`src/rtl/serial_alu_ctrl.sv`:
```
// Bit-serial sequencer for a shared one-bit ALU slice: sweeps a WIDTH-bit operation
// LSB-first, one bit per clock, with a second sweep that materialises the SLT result.
module serial_alu_ctrl #(
   parameter int WIDTH = 32
) (
   input  logic             clk,
   input  logic             reset,
   input  logic             start,
   input  logic [WIDTH-1:0] a,
   input  logic [WIDTH-1:0] b,
   input  logic [2:0]       aluop,
   output logic             busy,
   output logic             done,
   output logic [WIDTH-1:0] result,
   output logic             zero,
   output logic             carry_out,
   output logic             overflow,
   output logic             alu_a,
   output logic             alu_b,
   output logic             alu_cin,
   output logic             alu_less,
   output logic [2:0]       alu_op,
   input  logic             alu_out,
   input  logic             alu_cout
);

   localparam int                IDX_W    = $clog2(WIDTH);
   localparam logic [IDX_W-1:0]  IDX_LAST = IDX_W'(WIDTH - 1);
   localparam logic [IDX_W-1:0]  IDX_ZERO = IDX_W'(0);
   localparam logic [IDX_W-1:0]  IDX_ONE  = IDX_W'(1);

   localparam logic [2:0] OP_ADD = 3'b010;
   localparam logic [2:0] OP_SUB = 3'b110;
   localparam logic [2:0] OP_SLT = 3'b111;

   typedef enum logic [1:0] {
      IDLE  = 2'b00,
      PASS1 = 2'b01,
      PASS2 = 2'b10,
      DONE  = 2'b11
   } state_t;

   state_t            state_r;
   state_t            state_s;
   logic [WIDTH-1:0]  a_r;
   logic [WIDTH-1:0]  b_r;
   logic [2:0]        aluop_r;
   logic [IDX_W-1:0]  idx_r;
   logic              cy_r;
   logic              set_r;
   logic [WIDTH-1:0]  result_r;
   logic              zero_r;
   logic              carry_r;
   logic              ovf_r;
   logic              busy_r;
   logic              done_r;

   logic              accept_s;
   logic              last_s;
   logic              arith_s;
   logic              ovf_s;
   logic [WIDTH-1:0]  result_nxt_s;

   assign accept_s = start && ((state_r == IDLE) || (state_r == DONE));
   assign last_s   = (idx_r == IDX_LAST);
   assign arith_s  = (aluop_r == OP_ADD) || (aluop_r == OP_SUB) || (aluop_r == OP_SLT);
   // Carry into the MSB differs from carry out of it exactly on signed overflow.
   assign ovf_s    = alu_cin ^ alu_cout;

   // Result image with the current slice bit merged in at position idx.
   always_comb begin
      result_nxt_s        = result_r;
      result_nxt_s[idx_r] = alu_out;
   end

   // Next-state selection for the sweep sequencer.
   always_comb begin
      state_s = state_r;
      case (state_r)
         IDLE: begin
            if (accept_s) state_s = PASS1;
            else          state_s = IDLE;
         end
         PASS1: begin
            if (last_s) state_s = (aluop_r == OP_SLT) ? PASS2 : DONE;
            else        state_s = PASS1;
         end
         PASS2: begin
            if (last_s) state_s = DONE;
            else        state_s = PASS2;
         end
         DONE: begin
            if (accept_s) state_s = PASS1;
            else          state_s = IDLE;
         end
         default: state_s = IDLE;
      endcase
   end

   // Slice input steering from the latched operands and bit position.
   always_comb begin
      alu_a    = a_r[idx_r];
      alu_b    = b_r[idx_r];
      alu_cin  = (idx_r == IDX_ZERO) ? aluop_r[2] : cy_r;
      alu_less = 1'b0;
      alu_op   = aluop_r;
      case (state_r)
         PASS2: begin
            alu_op   = OP_SLT;
            alu_less = (idx_r == IDX_ZERO) ? set_r : 1'b0;
         end
         PASS1, IDLE, DONE: begin
            alu_op = (aluop_r == OP_SLT) ? OP_SUB : aluop_r;
         end
         default: alu_op = aluop_r;
      endcase
   end

   // Sequencer state, operand latches, bit collection and flag capture.
   always_ff @(posedge clk) begin
      if (reset) begin
         state_r  <= IDLE;
         a_r      <= {WIDTH{1'b0}};
         b_r      <= {WIDTH{1'b0}};
         aluop_r  <= 3'b000;
         idx_r    <= IDX_ZERO;
         cy_r     <= 1'b0;
         set_r    <= 1'b0;
         result_r <= {WIDTH{1'b0}};
         zero_r   <= 1'b0;
         carry_r  <= 1'b0;
         ovf_r    <= 1'b0;
         busy_r   <= 1'b0;
         done_r   <= 1'b0;
      end else begin
         state_r <= state_s;
         busy_r  <= (state_s == PASS1) || (state_s == PASS2);
         done_r  <= (state_s == DONE);
         case (state_r)
            IDLE, DONE: begin
               if (accept_s) begin
                  a_r     <= a;
                  b_r     <= b;
                  aluop_r <= aluop;
                  idx_r   <= IDX_ZERO;
               end else begin
                  idx_r   <= idx_r;
               end
            end
            PASS1: begin
               result_r <= result_nxt_s;
               cy_r     <= alu_cout;
               if (last_s) begin
                  idx_r   <= IDX_ZERO;
                  carry_r <= arith_s & alu_cout;
                  ovf_r   <= arith_s & ovf_s;
                  set_r   <= alu_out ^ ovf_s;
                  // SLT's final zero flag comes from the second sweep instead.
                  if (aluop_r != OP_SLT) zero_r <= (result_nxt_s == {WIDTH{1'b0}});
                  else                   zero_r <= zero_r;
               end else begin
                  idx_r <= idx_r + IDX_ONE;
               end
            end
            PASS2: begin
               result_r <= result_nxt_s;
               cy_r     <= alu_cout;
               if (last_s) begin
                  idx_r  <= IDX_ZERO;
                  zero_r <= (result_nxt_s == {WIDTH{1'b0}});
               end else begin
                  idx_r  <= idx_r + IDX_ONE;
               end
            end
            default: idx_r <= IDX_ZERO;
         endcase
      end
   end

   assign busy      = busy_r;
   assign done      = done_r;
   assign result    = result_r;
   assign zero      = zero_r;
   assign carry_out = carry_r;
   assign overflow  = ovf_r;

endmodule

```
`config.mk`:
```
export PLATFORM = sky130hd
export DESIGN_NAME = serial_alu_ctrl
export DESIGN_NICKNAME = d
export VERILOG_FILES = /design/src/rtl/serial_alu_ctrl.sv
export SDC_FILE = /design/constraint.sdc
export NUM_CORES = 1
export LEC_CHECK = 0
export CORE_ASPECT_RATIO = 0.7
export CORE_MARGIN = 3
export CORE_UTILIZATION = 58
export CTS_CLUSTER_DIAMETER = 80
export DETAILED_ROUTE_END_ITERATION = 10
export DONT_BUFFER_PORTS = 1
export GPL_TIMING_DRIVEN = 0
export PLACE_DENSITY = 0.82
export SETUP_SLACK_MARGIN = 0.3
export SLEW_MARGIN = 5
export SYNTH_ARGS = -nofsm -noshare
export SYNTH_HDL_FRONTEND = slang
export SYNTH_SLANG_ARGS = --single-unit
export TNS_END_PERCENT = 100
```
`constraint.sdc`:
```
create_clock -name clk -period 3.4 [get_ports clk]
set_input_delay 0.68 -clock clk [delete_from_list [all_inputs] [get_ports clk]]
set_output_delay 0.68 -clock clk [all_outputs]
set_load 0.02 [all_outputs]
```
-- Word-level counts from Yosys, hierarchy flattened
Cells that the tools add are included.
- reduce and logical (&&, ||, !) cells: 16
- multiplexer cells: 24
- eq/ne operators: 15
- $add $sub $neg: 1
- order comparisons: 2
- bitwise gates (word level): 4
- operators with widths (operator ; count):
    $bwmux W32 ; 1
    $logic_not A32 Y1 ; 1
    $mux W1 ; 12
    $bmux W1 S5 ; 2
    $mux W5 ; 2
    $pmux W5 S2 ; 1
    $eq A2 B2 Y1 const B ; 4
    $eq A3 B3 Y1 const B ; 2
    $lt A5 B6 Y1 const B ; 1
    $ne A2 B2 Y1 const B ; 3
    $pmux W2 S3 ; 1
    $pmux W3 S2 ; 1
    $add A5 B1 Y5 const B ; 1
    $demux W1 S5 ; 1
    $eq A5 B5 Y1 const B ; 1
    $ge A5 B1 Y1 const B ; 1
    $logic_not A5 Y1 ; 1
    $eq A2 B1 Y1 const B ; 2
    $logic_or A1 B1 Y1 ; 4
    $reduce_and A2 Y1 ; 2
    $reduce_and A4 Y1 ; 1
    $reduce_or A2 Y1 ; 2
    $eq A3 B2 Y1 const B ; 1
    $mux W3 ; 1
    10 further kinds ; 13
- input bits: 72
- logic and storage cells: 75
- bits in registers: 113

-- Longest topological paths before layout
Gate-level depths: netlist of run 1.
- depth in word-level cells: 9
- mapped depth: 11
- gate-level depth less buffers: 8

-- Least setup slack after synthesis of run 1
Ideal clock, no wire load.
- kind: register to register
- start: register idx_r[1]
- end: register zero_r, in the netlist zero
- stages on the path, launching flop included: 11
- data arrival time: 2561 ps
- data required time: 3341 ps
- setup slack: 779 ps
- library setup time: 59 ps
- clock period less this slack: 2621 ps
- path buffers: 2
- path through: dfxtp_1 clkbuf_1 buf_1 inv_1 ha_1 mux2_1 a31o_1 a221oi_2 nand4_1 nor4_1 a32o_2
- word-level cells in the longest chain between the ends: 9
- RTL lines (item ; RTL line ; RTL):
    from (decl) ; 48 ; logic [IDX_W-1:0] idx_r;
    from (signal assigned) ; 147 ; idx_r <= idx_r;
    from (signal assigned) ; 162 ; idx_r <= idx_r + IDX_ONE;
    from (signal assigned) ; 172 ; idx_r <= idx_r + IDX_ONE;
    $lt A5 B6 Y1 (not written as such) or $ge A5 B1 Y1 (tied branches) ; 73 ; result_nxt_s[idx_r] = alu_out;
    $logic_and A1 B1 Y1 (not written as such) ; 73 ;
    $mux W1 (not written as such) ; 73 ;
    $demux W1 S5 ; 73 ;
    $bwmux W32 ; 73 ;
    $logic_not A32 Y1 ; 159, 170 ;
    $mux W1 ; 159 ; if (aluop_r != OP_SLT) zero_r <= (result_nxt_s == {WIDTH{1'b0}});
    $mux W1 ; 153 ; if (last_s) begin
    $pmux W1 S2 ; 139 ; case (state_r)
    to (signal assigned) ; 159 ;
    to (signal assigned) ; 160 ; else zero_r <= zero_r;
    to (signal assigned) ; 170 ; zero_r <= (result_nxt_s == {WIDTH{1'b0}});
    to (decl) ; 52 ; logic zero_r;
Parallel ways exist; a longest one is shown, timed or not. The select of a mux whose other input is x is not followed.
A chain may end at the register's enable or synchronous reset.

-- Worst setup path after layout of run 1
- start: register idx_r[2]
- end: output alu_a
- word-level cells in the longest chain between the ends: 2
- RTL lines (item ; RTL line ; RTL):
    $bmux W1 S5 ; 102 ; alu_a = a_r[idx_r];
    $mux W1 (not written as such) ; 102 ;
    to (decl) ; 18 ; output logic alu_a,
Every way passes these cells. The select of a mux whose other input is x is not followed.

==> results of run 1 <==
## cells in the final DEF (no fill, tap or decap), drive strengths merged, types with 15 or more instances in the layout
cell and count:
o21ai 29, clkbuf 63, nand2 158, nand3 20, inv 15, mux4 16, mux2i 18, a21oi 102
nor2 48, dfxtp 113
## logic make-up after synthesis
group	after synthesis
compound gates	161
xor+xnor	4
fa+ha+maj	11
buf+inv	69
flops	113
mux	38
simple gates	291
## state kept, by name, indices dropped and copies added, names as in the netlist
name and count:
state_r 2, aluop_r 3, zero 1, idx_r 5, carry_out 1, busy 1
set_r 1, cy_r 1, result 32, overflow 1, a_r 32, done 1
b_r 32
## Yosys cell counts, drive strengths merged (5+ instances only)
| cell | number | share of area [%] |
|---|---|---|
| nand2 | 158 | 11 |
| dfxtp | 113 | 41 |
| a21oi | 102 | 9.2 |
| nor2 | 48 | 3.3 |
| clkbuf | 41 | 2.8 |
| o21ai | 29 | 2.6 |
| nand3 | 20 | 1.8 |
| mux2i | 18 | 3.3 |
| mux4 | 16 | 6.5 |
| inv | 15 | 1.0 |
| buf | 13 | 1.4 |
| nor2b | 12 | 1.4 |
| nor3 | 12 | 1.2 |
| ha | 11 | 2.5 |
| nand2b | 11 | 1.2 |
| a22oi | 10 | 1.4 |
| nand4 | 6 | 0.68 |
| o41ai | 5 | 0.93 |
## routing by layer
metal	wire [um]	vias up
li1	-	2399
met1	6950	2480
met2	7330	297
met3	1860	32
met4	309	0
met5	0	-
## worst min-delay path by stage
stage	start	endpoint	slack, ps	cells after the start
floorplan	a_r[10]	a_r[10]	430	2
global placement	a_r[22]	a_r[22]	440	2
detailed placement	a_r[30]	a_r[30]	440	2
CTS	a[20]	a_r[20]	390	2
global route	b[9]	b_r[9]	390	2
finish	a[20]	a_r[20]	400	2
## final cells by class
type                       count  area (um2)  share of cell area (%)
clock buffer                  22         484                    7.70
buffer                        54         238                    3.78
tap                          124         155                    2.47
multi-input combinational    505        2990                    47.5
sequential                   113        2260                    36.0
clock inverter                10         108                    1.71
inverter                      15        56.3                   0.895
## power groups by stage
stage	Clock, mW	Combinational [mW]	Sequential [mW]
2_1_floorplan	0	0.216	1.43
3_3_place_gp	0	0.276	1.43
3_5_place_dp	0	0.286	1.44
4_1_cts	1.76	0.288	1.41
5_1_grt	1.82	0.325	1.42
6_report	1.76	0.294	1.41
## repair_timing
item                       4_1_cts  5_1_grt
setup endpoints to repair        8        2
buffers inserted                 0        0
resized for setup                4        4
hold buffers                     0        0
## through the flow
step / util [%] / worst slack (ps) / area (um2) / setup TNS, ps / total power, mW
finish: 68.5 / 357 / 6290 / 0 / 3.46
global route: 68.5 / 307 / 6290 / 0 / 3.56
CTS: 68.5 / 320 / 6280 / 0 / 3.46
detailed placement: 61.9 / -54.8 / 5680 / -54.8 / 1.72
global placement: 61.9 / 74.4 / 5680 / 0 / 1.71
floorplan: - / 779 / 5530 / 0 / 1.64
==> impl_metrics.env, run 1 <==
export IMPL_slew_headroom_pct=46.5
export IMPL_reg2reg_depth=10
export IMPL_grt_util_met1_pct=42.0
export IMPL_synth_edf_count=0
export IMPL_arrival_ps=2360
export IMPL_gr_usage_met3_pct=10.8
export IMPL_synth_xor_area_share_pct=0.634
export IMPL_pwr_share_clk_pct=50.7
export IMPL_critPathSlowestCell="nor3b_1"
export IMPL_min_path_type="in2reg"
export IMPL_core_rowCount=29
export IMPL_seq_area_frac_synth_pct=40.9
export IMPL_critical_path_buf_inv_count=2
export IMPL_cts_root_buffer="clkbuf_16"
export IMPL_finalClockSkew_ps=5.14
export IMPL_reg2reg_slack_ps=520
export IMPL_grt_max_degree=17
export IMPL_final_antenna_net_count=0
export IMPL_regToRegEndpoint="zero"
export IMPL_clk_pin_slew_worst_paths_ps=50
export IMPL_nNetsFinal=789
export IMPL_grt_pass1_vias=4938
export IMPL_fin_crit_ps=3040
export IMPL_cts_made_buffers=17
export IMPL_use_met2_pct=47.5
export IMPL_p_leak_nw=2.31
export IMPL_cts_max_level=4
export IMPL_gp_congestion=0.941
export IMPL_r2r_start="idx_r[1]"
export IMPL_p_per_area_mw_per_mm2=550
export IMPL_initialDrtViolationCount=598
export IMPL_cts_sinks=113
export IMPL_finalSetupViolCount=0
export IMPL_syn_nets=770
export IMPL_die_w_um=123
export IMPL_synthToLayoutAreaGrowth_pct=13.7
export IMPL_routedWlPerCell_um=19.5
export IMPL_start_kind="flop"
export IMPL_antenna_cells=0
export IMPL_clock_latency_ps=410
export IMPL_final_period_utilization_pct=89.5
export IMPL_antenna_found_initial=0
export IMPL_busiest_layer="met2"
export IMPL_clockBufferDepth=2
export IMPL_whs_ps=398
export IMPL_synth_async_sr_flop_share_pct=0
export IMPL_port_buffers=0
export IMPL_grt_pass1_wl_mm=25.6
export IMPL_finalNonFillerCells=843
export IMPL_route_detailed_drc=0
export IMPL_synth_cell_types=51
export IMPL_fill_cells=751
export IMPL_yosys_area_share_simple_pct=23.8
export IMPL_crit_required_ps=2720
export IMPL_drt_wl_total_mm=16.5
export IMPL_max_stage_delay_ps=690
export IMPL_synth_compound_area_share_pct=16.4
export IMPL_power_share_switching_pct=24.1
export IMPL_grt_usage_pct=31.3
export IMPL_peakVddDrop_mv=0.434
export IMPL_yosys_area_share_adder_pct=2.49
export IMPL_status="finished clean"
export IMPL_crit_chain="buf_4 -> buf_2 -> nor3b_1 -> a22oi_1 -> nand4_1"
export IMPL_worstMarginPinSlew_ps=801
export IMPL_yosysWarnings=0
export IMPL_synthMuxAreaShare_pct=10.6
export IMPL_synth_top_family_by_area="simple AND/OR/NAND/NOR gates"
export IMPL_num_io_pins=116
export IMPL_start_util_pct=60.2
export IMPL_power_switching_uw=834
export IMPL_cp_top_family="simple AND/OR/NAND/NOR gates"
export IMPL_overflow=0
export IMPL_slew_viol_final=0
export IMPL_criticalPathCategory="reg2out"
export IMPL_cts_tree="built"
export IMPL_crit_cells=5
export IMPL_crit_fanout=10
export IMPL_startpoint="idx_r[2]"
export IMPL_grt_setup_unrepaired="false"
export IMPL_die_height_um=87.7
export IMPL_cp_endpoint="alu_a"
export IMPL_num_vias=5208
export IMPL_synthFlopType="dfxtp_1"
export IMPL_placedCellCount=811
export IMPL_viasPerCell=6.18
export IMPL_cap_viol_max_count=0
export IMPL_dp_hpwl_mm=11.9
export IMPL_ys_ff_latch=113
export IMPL_dieArea_mm2=0.0108
export IMPL_worst_setup_path_end_kind="primary output"
export IMPL_syn_avg_cell_area_um2=8.05
export IMPL_dr_pass1_iters=5
export IMPL_drive_gt1_share_pct=10.3
export IMPL_syn_cell_area_mm2=0.00553
export IMPL_fmax_mhz=329
export IMPL_p_int_mw=2.63
export IMPL_combPwrFrac_pct=8.5
export IMPL_finalHoldViolations=0
export IMPL_pwr_share_seq_pct=40.8
export IMPL_core_mm2=0.00918
export IMPL_synth_cells=687
Note: power is estimated with default switching activity, not from simulation.
==> inputs of run 2 (changes only) <==
--- a/config.mk
+++ b/config.mk
@@ -9,6 +9,7 @@
 export CORE_MARGIN = 3
 export CORE_UTILIZATION = 58
 export CTS_CLUSTER_DIAMETER = 80
+export CTS_CLUSTER_SIZE = 20
 export DETAILED_ROUTE_END_ITERATION = 10
 export DONT_BUFFER_PORTS = 1
 export GPL_TIMING_DRIVEN = 0
==> constraint.sdc (replaced) <==
create_clock -name clk -period 3.85 [get_ports clk]
set_input_delay 0.77 -clock clk [delete_from_list [all_inputs] [get_ports clk]]
set_output_delay 0.77 -clock clk [all_outputs]
set_load 0.02 [all_outputs]
==> run 2 against run 1 <==
  * Critical path depth increased by 1
  * Non-clock buffer count unchanged
  * Sequential power decreased by 11%
  * Combinational power decreased by 12%
  * Highest routed layer unchanged
==> impl_metrics.env, run 2 (synthesis gave the netlist of run 1 again) <==
export IMPL_status="finished clean"
export IMPL_clock_latency_ps=410
export IMPL_dr_pass1_iters=5
export IMPL_gp_congestion=0.941
export IMPL_nNetsFinal=789
export IMPL_finalClockSkew_ps=5.24
export IMPL_dp_hpwl_mm=11.9
export IMPL_cts_root_buffer="clkbuf_16"
export IMPL_grt_usage_pct=31.3
export IMPL_arrival_ps=2640
export IMPL_routedWlPerCell_um=19.5
export IMPL_cts_tree="built"
export IMPL_fmax_mhz=293
export IMPL_clockBufferDepth=2
export IMPL_port_buffers=0
export IMPL_clk_pin_slew_worst_paths_ps=50
export IMPL_final_common_cell="nand2_1"
export IMPL_fill_cells=752
export IMPL_route_detailed_drc=0
export IMPL_final_cell_mix="nand2_1, dfxtp_1, a21oi_1"
export IMPL_drt_wl_total_mm=16.4
export IMPL_grt_setup_unrepaired="false"
export IMPL_initialDrtViolationCount=741
export IMPL_cts_sinks=113
export IMPL_crit_required_ps=3080
export IMPL_dieArea_mm2=0.0108
export IMPL_p_int_mw=2.32
export IMPL_viasPerCell=6.19
export IMPL_min_path_type="reg2reg"
export IMPL_synthToLayoutAreaGrowth_pct=13.6
export IMPL_final_core_util_pct=68.4
export IMPL_crit_fanout=10
export IMPL_overflow=0
export IMPL_combPwrFrac_pct=8.5
export IMPL_die_height_um=87.7
export IMPL_finalSetupViolCount=0
export IMPL_p_per_area_mw_per_mm2=487
export IMPL_min_from="a_r[9]"
export IMPL_final_period_utilization_pct=88.6
export IMPL_core_rowCount=29
export IMPL_reg2reg_slack_ps=660
export IMPL_pwr_share_clk_pct=50.7
export IMPL_fin_crit_ps=3410
export IMPL_cts_made_buffers=17
export IMPL_power_share_switching_pct=24.1
export IMPL_pwr_share_seq_pct=40.8
export IMPL_start_util_pct=60.2
export IMPL_peakVddDrop_mv=0.383
export IMPL_start_kind="flop"
export IMPL_whs_path_depth=2
export IMPL_regArea_mm2=0.00226
export IMPL_grt_pass1_wl_mm=25.5
export IMPL_cts_max_level=4
export IMPL_antenna_cells=0
export IMPL_criticalPathCategory="reg2out"
export IMPL_multiInputGateArea_mm2=0.00298
export IMPL_num_io_pins=116
export IMPL_slew_headroom_pct=36.6
export IMPL_finalHoldViolations=0
export IMPL_fin_tns_setup_ps=0
export IMPL_drive_gt1_share_pct=9.87
export IMPL_placedCellCount=811
export IMPL_critPathSlowestCell="nor3b_1"
export IMPL_slew_viol_final=0
export IMPL_hold_end="a_r[9]"
export IMPL_cts_hold_buffers=0
export IMPL_reg2reg_depth=10
export IMPL_post_cts_buffers=0
export IMPL_worstMarginPinSlew_ps=949
export IMPL_crit_chain="buf_6 -> buf_2 -> inv_1 -> nor3b_1 -> a22oi_1 -> nand4_1"
export IMPL_cap_viol_max_count=0
export IMPL_grt_pass1_vias=4936
export IMPL_worst_slack_ps=441
export IMPL_max_stage_delay_ps=800
export IMPL_startpoint="idx_r[4]"
export IMPL_p_leak_nw=2.30
export IMPL_whs_ps=454
export IMPL_core_mm2=0.00918
export IMPL_die_w_um=123
export IMPL_regToRegEndpoint="zero"
export IMPL_antenna_found_initial=0
export IMPL_pre_cts_ws_ps=395
export IMPL_grt_max_degree=17
export IMPL_final_antenna_net_count=0
export IMPL_num_vias=5216
export IMPL_r2r_start="idx_r[1]"
export IMPL_finalNonFillerCells=843
export IMPL_power_switching_uw=737
export IMPL_worst_setup_path_end_kind="primary output"
[run 2: what timing repair did]
action	CTS	global route
cloned	0	0
resized for setup	1	2
endpoints found under the setup margin	3	1
[run 2: critical path, delay by kind of cell (launching register included)]
kind	cells	cell delay, ps
flip-flops	1	390
AO/OA/AOI/OAI	1	200
AND/OR/NAND/NOR	2	1100
buffers and inverters	3	530
[run 2: final cells by class]
type                            count  area share (%)
Multi-Input combinational cell    505            47.5
Sequential cell                   113            36.0
Clock buffer                       22            7.71
Buffer                             54            3.71
Tap cell                          124            2.47
Clock inverter                     10            1.71
Inverter                           15           0.897
[run 2: worst max-delay path by stage]
stage	to	slack, ps	depth (start not counted)
2_1_floorplan	zero	1230	10
6_report	alu_b	440	6
5_1_grt	alu_a	320	6
4_1_cts	alu_cin	410	6
3_3_place_gp	zero	520	10
3_5_place_dp	zero	400	10
[run 2: through the flow]
step / area [um2] / total power [mW]
floorplan: 5530 / 1.45
CTS: 6280 / 3.05
finish: 6280 / 3.06
global route: 6280 / 3.15
detailed placement: 5680 / 1.52
global placement: 5680 / 1.51
[run 2: power groups by stage]
stage	registers (mW)	clock network (mW)	logic, mW
after floorplan	1.26	0	0.191
after global placement	1.27	0	0.244
after detailed placement	1.27	0	0.253
after CTS	1.25	1.55	0.255
after global routing	1.25	1.61	0.286
final	1.25	1.55	0.259
[run 2: metal layers]
| layer | routed length, um | GRT usage, % | vias to the layer above | part of all wire [%] |
|---|---|---|---|---|
| met5 | 0 | 0 | - | 0 |
| met4 | 358 | 10.6 | 0 | 2.2 |
| met3 | 1940 | 10.7 | 35 | 12 |
| met2 | 7330 | 47.4 | 317 | 45 |
| met1 | 6790 | 42.1 | 2462 | 41 |
| li1 | - | - | 2402 | - |
==> inputs of run 3 (changes only) <==
--- a/config.mk
+++ b/config.mk
@@ -5,15 +5,18 @@
 export SDC_FILE = /design/constraint.sdc
 export NUM_CORES = 1
 export LEC_CHECK = 0
+export CELL_PAD_IN_SITES_DETAIL_PLACEMENT = 2
+export CELL_PAD_IN_SITES_GLOBAL_PLACEMENT = 2
 export CORE_ASPECT_RATIO = 0.7
 export CORE_MARGIN = 3
-export CORE_UTILIZATION = 58
+export CORE_UTILIZATION = 41
+export CTS_BUF_LIST = sky130_fd_sc_hd__clkbuf_4 sky130_fd_sc_hd__clkbuf_8
 export CTS_CLUSTER_DIAMETER = 80
 export CTS_CLUSTER_SIZE = 20
 export DETAILED_ROUTE_END_ITERATION = 10
 export DONT_BUFFER_PORTS = 1
 export GPL_TIMING_DRIVEN = 0
-export PLACE_DENSITY = 0.82
+export PLACE_DENSITY = 0.95
 export SETUP_SLACK_MARGIN = 0.3
 export SLEW_MARGIN = 5
 export SYNTH_ARGS = -nofsm -noshare
==> run 3 against run 2 <==
  * Flip-flop and latch count stayed put
  * Highest routed layer unchanged
  * Hold slack got worse by 26 ps
  * Critical path depth unchanged
  * Largest power group is now registers
  * Critical endpoint is now alu_cin
  * Clock skew rose by 12 ps
==> impl_metrics.env, run 3 (synthesis gave the netlist of run 1 again) <==
export IMPL_status="finished clean"
export IMPL_combPwrFrac_pct=11.3
export IMPL_p_leak_nw=2.20
export IMPL_dr_pass1_iters=7
export IMPL_pwr_share_clk_pct=42.1
export IMPL_worst_slack_ps=416
export IMPL_clock_latency_ps=470
export IMPL_power_share_switching_pct=32.5
export IMPL_overflow=0
export IMPL_cts_sinks=113
export IMPL_port_buffers=0
export IMPL_synthToLayoutAreaGrowth_pct=10.9
export IMPL_criticalPathCategory="reg2out"
export IMPL_crit_fanout=10
export IMPL_drive_gt1_share_pct=10.4
export IMPL_worst_setup_path_end_kind="primary output"
export IMPL_cts_tree="built"
export IMPL_ctsResizeCount=3
export IMPL_power_switching_uw=877
export IMPL_dieArea_mm2=0.0149
export IMPL_crit_required_ps=3080
export IMPL_fmax_mhz=291
export IMPL_antenna_cells=0
export IMPL_core_rowCount=34
export IMPL_post_cts_buffers=0
export IMPL_clockBufferDepth=2
export IMPL_finalNonFillerCells=899
export IMPL_cts_hold_buffers=0
export IMPL_peakVddDrop_mv=0.298
export IMPL_grt_max_degree=17
export IMPL_multiInputGateArea_mm2=0.00299
export IMPL_pre_cts_ws_ps=253
export IMPL_final_period_utilization_pct=89.2
export IMPL_grt_pass1_vias=6371
export IMPL_finalHoldViolations=0
export IMPL_route_detailed_drc=0
export IMPL_die_w_um=145
export IMPL_slew_headroom_pct=36.0
export IMPL_dp_hpwl_mm=16.7
export IMPL_gp_congestion=0.884
export IMPL_start_kind="flop"
export IMPL_fin_crit_ps=3430
export IMPL_final_antenna_net_count=0
export IMPL_regArea_mm2=0.00226
export IMPL_fill_cells=1416
export IMPL_p_per_area_mw_per_mm2=439
export IMPL_core_mm2=0.0128
export IMPL_slew_viol_final=0
export IMPL_clk_pin_slew_worst_paths_ps=80
export IMPL_cts_made_buffers=17
export IMPL_worstMarginPinSlew_ps=958
export IMPL_start_util_pct=43.2
export IMPL_final_common_cell="nand2_1"
export IMPL_arrival_ps=2660
export IMPL_drt_wl_total_mm=27.4
export IMPL_finalSetupViolCount=0
export IMPL_grt_pass1_wl_mm=40.3
export IMPL_finalClockSkew_ps=17.0
export IMPL_cap_viol_max_count=0
export IMPL_cts_max_level=4
export IMPL_antenna_found_initial=0
export IMPL_placedCellCount=867
export IMPL_final_core_util_pct=47.9
export IMPL_num_io_pins=116
export IMPL_min_path_type="in2reg"
export IMPL_nNetsFinal=789
export IMPL_pwr_share_seq_pct=46.6
export IMPL_routedWlPerCell_um=30.4
export IMPL_initialDrtViolationCount=519
export IMPL_p_int_mw=1.82
export IMPL_grt_usage_pct=37.3
export IMPL_grt_setup_unrepaired="false"
export IMPL_cts_root_buffer="clkbuf_8"
export IMPL_die_height_um=103
export IMPL_num_vias=5801
export IMPL_viasPerCell=6.45
export IMPL_final_cell_mix="nand2_1, dfxtp_1, a21oi_1"
export IMPL_fin_tns_setup_ps=0
[run 3: metrics by stage]
stage / cell area (um2) / hold WS (ps) / power (mW)
6_report: 6130 / 427 / 2.70
5_1_grt: 6130 / 433 / 2.77
4_1_cts: 6130 / 409 / 2.68
3_5_place_dp: 5750 / 449 / 1.55
3_3_place_gp: 5750 / 439 / 1.52
2_1_floorplan: 5530 / 433 / 1.45
[run 3: per-layer routing]
metal / track usage (%) / wire length [um] / vias up / part of all wire [%]
li1: - / - / 2408 / -
met1: 45.5 / 11100 / 2933 / 40
met2: 61.4 / 12800 / 367 / 47
met3: 9.64 / 2300 / 93 / 8.4
met4: 18.9 / 1250 / 0 / 4.6
met5: 0 / 0 / - / 0
[run 3: power groups by stage]
stage	Sequential (mW)	Combinational, mW	Clock [mW]
after global placement	1.27	0.253	0
after global routing	1.26	0.326	1.18
after CTS	1.25	0.299	1.13
final	1.25	0.305	1.14
after detailed placement	1.27	0.276	0
after floorplan	1.26	0.191	0
[run 3: final timing paths]
kind,cells after the start,slack (ps),from,end
hold / removal,2,430,b[7],b_r[7]
setup / recovery,6,420,idx_r[1],alu_cin
setup reg to reg,10,480,idx_r[1],zero
hold reg to reg,2,470,b_r[25],b_r[25]
[run 3: layout make-up]
type	count	share of cell area, %
multi-input combinational	505	48.7
sequential	113	36.9
buffer	54	3.84
clock buffer	17	3.81
tap	180	3.67
clock inverter	15	2.20
inverter	15	0.918
[run 3: critical path, cell delays in order, from the launching register on]
cell and delay (ps):
dfxtp_1 370, clkbuf_2 360, buf_2 420, inv_1 170, ha_1 270, nand2_1 170
mux2_2 440
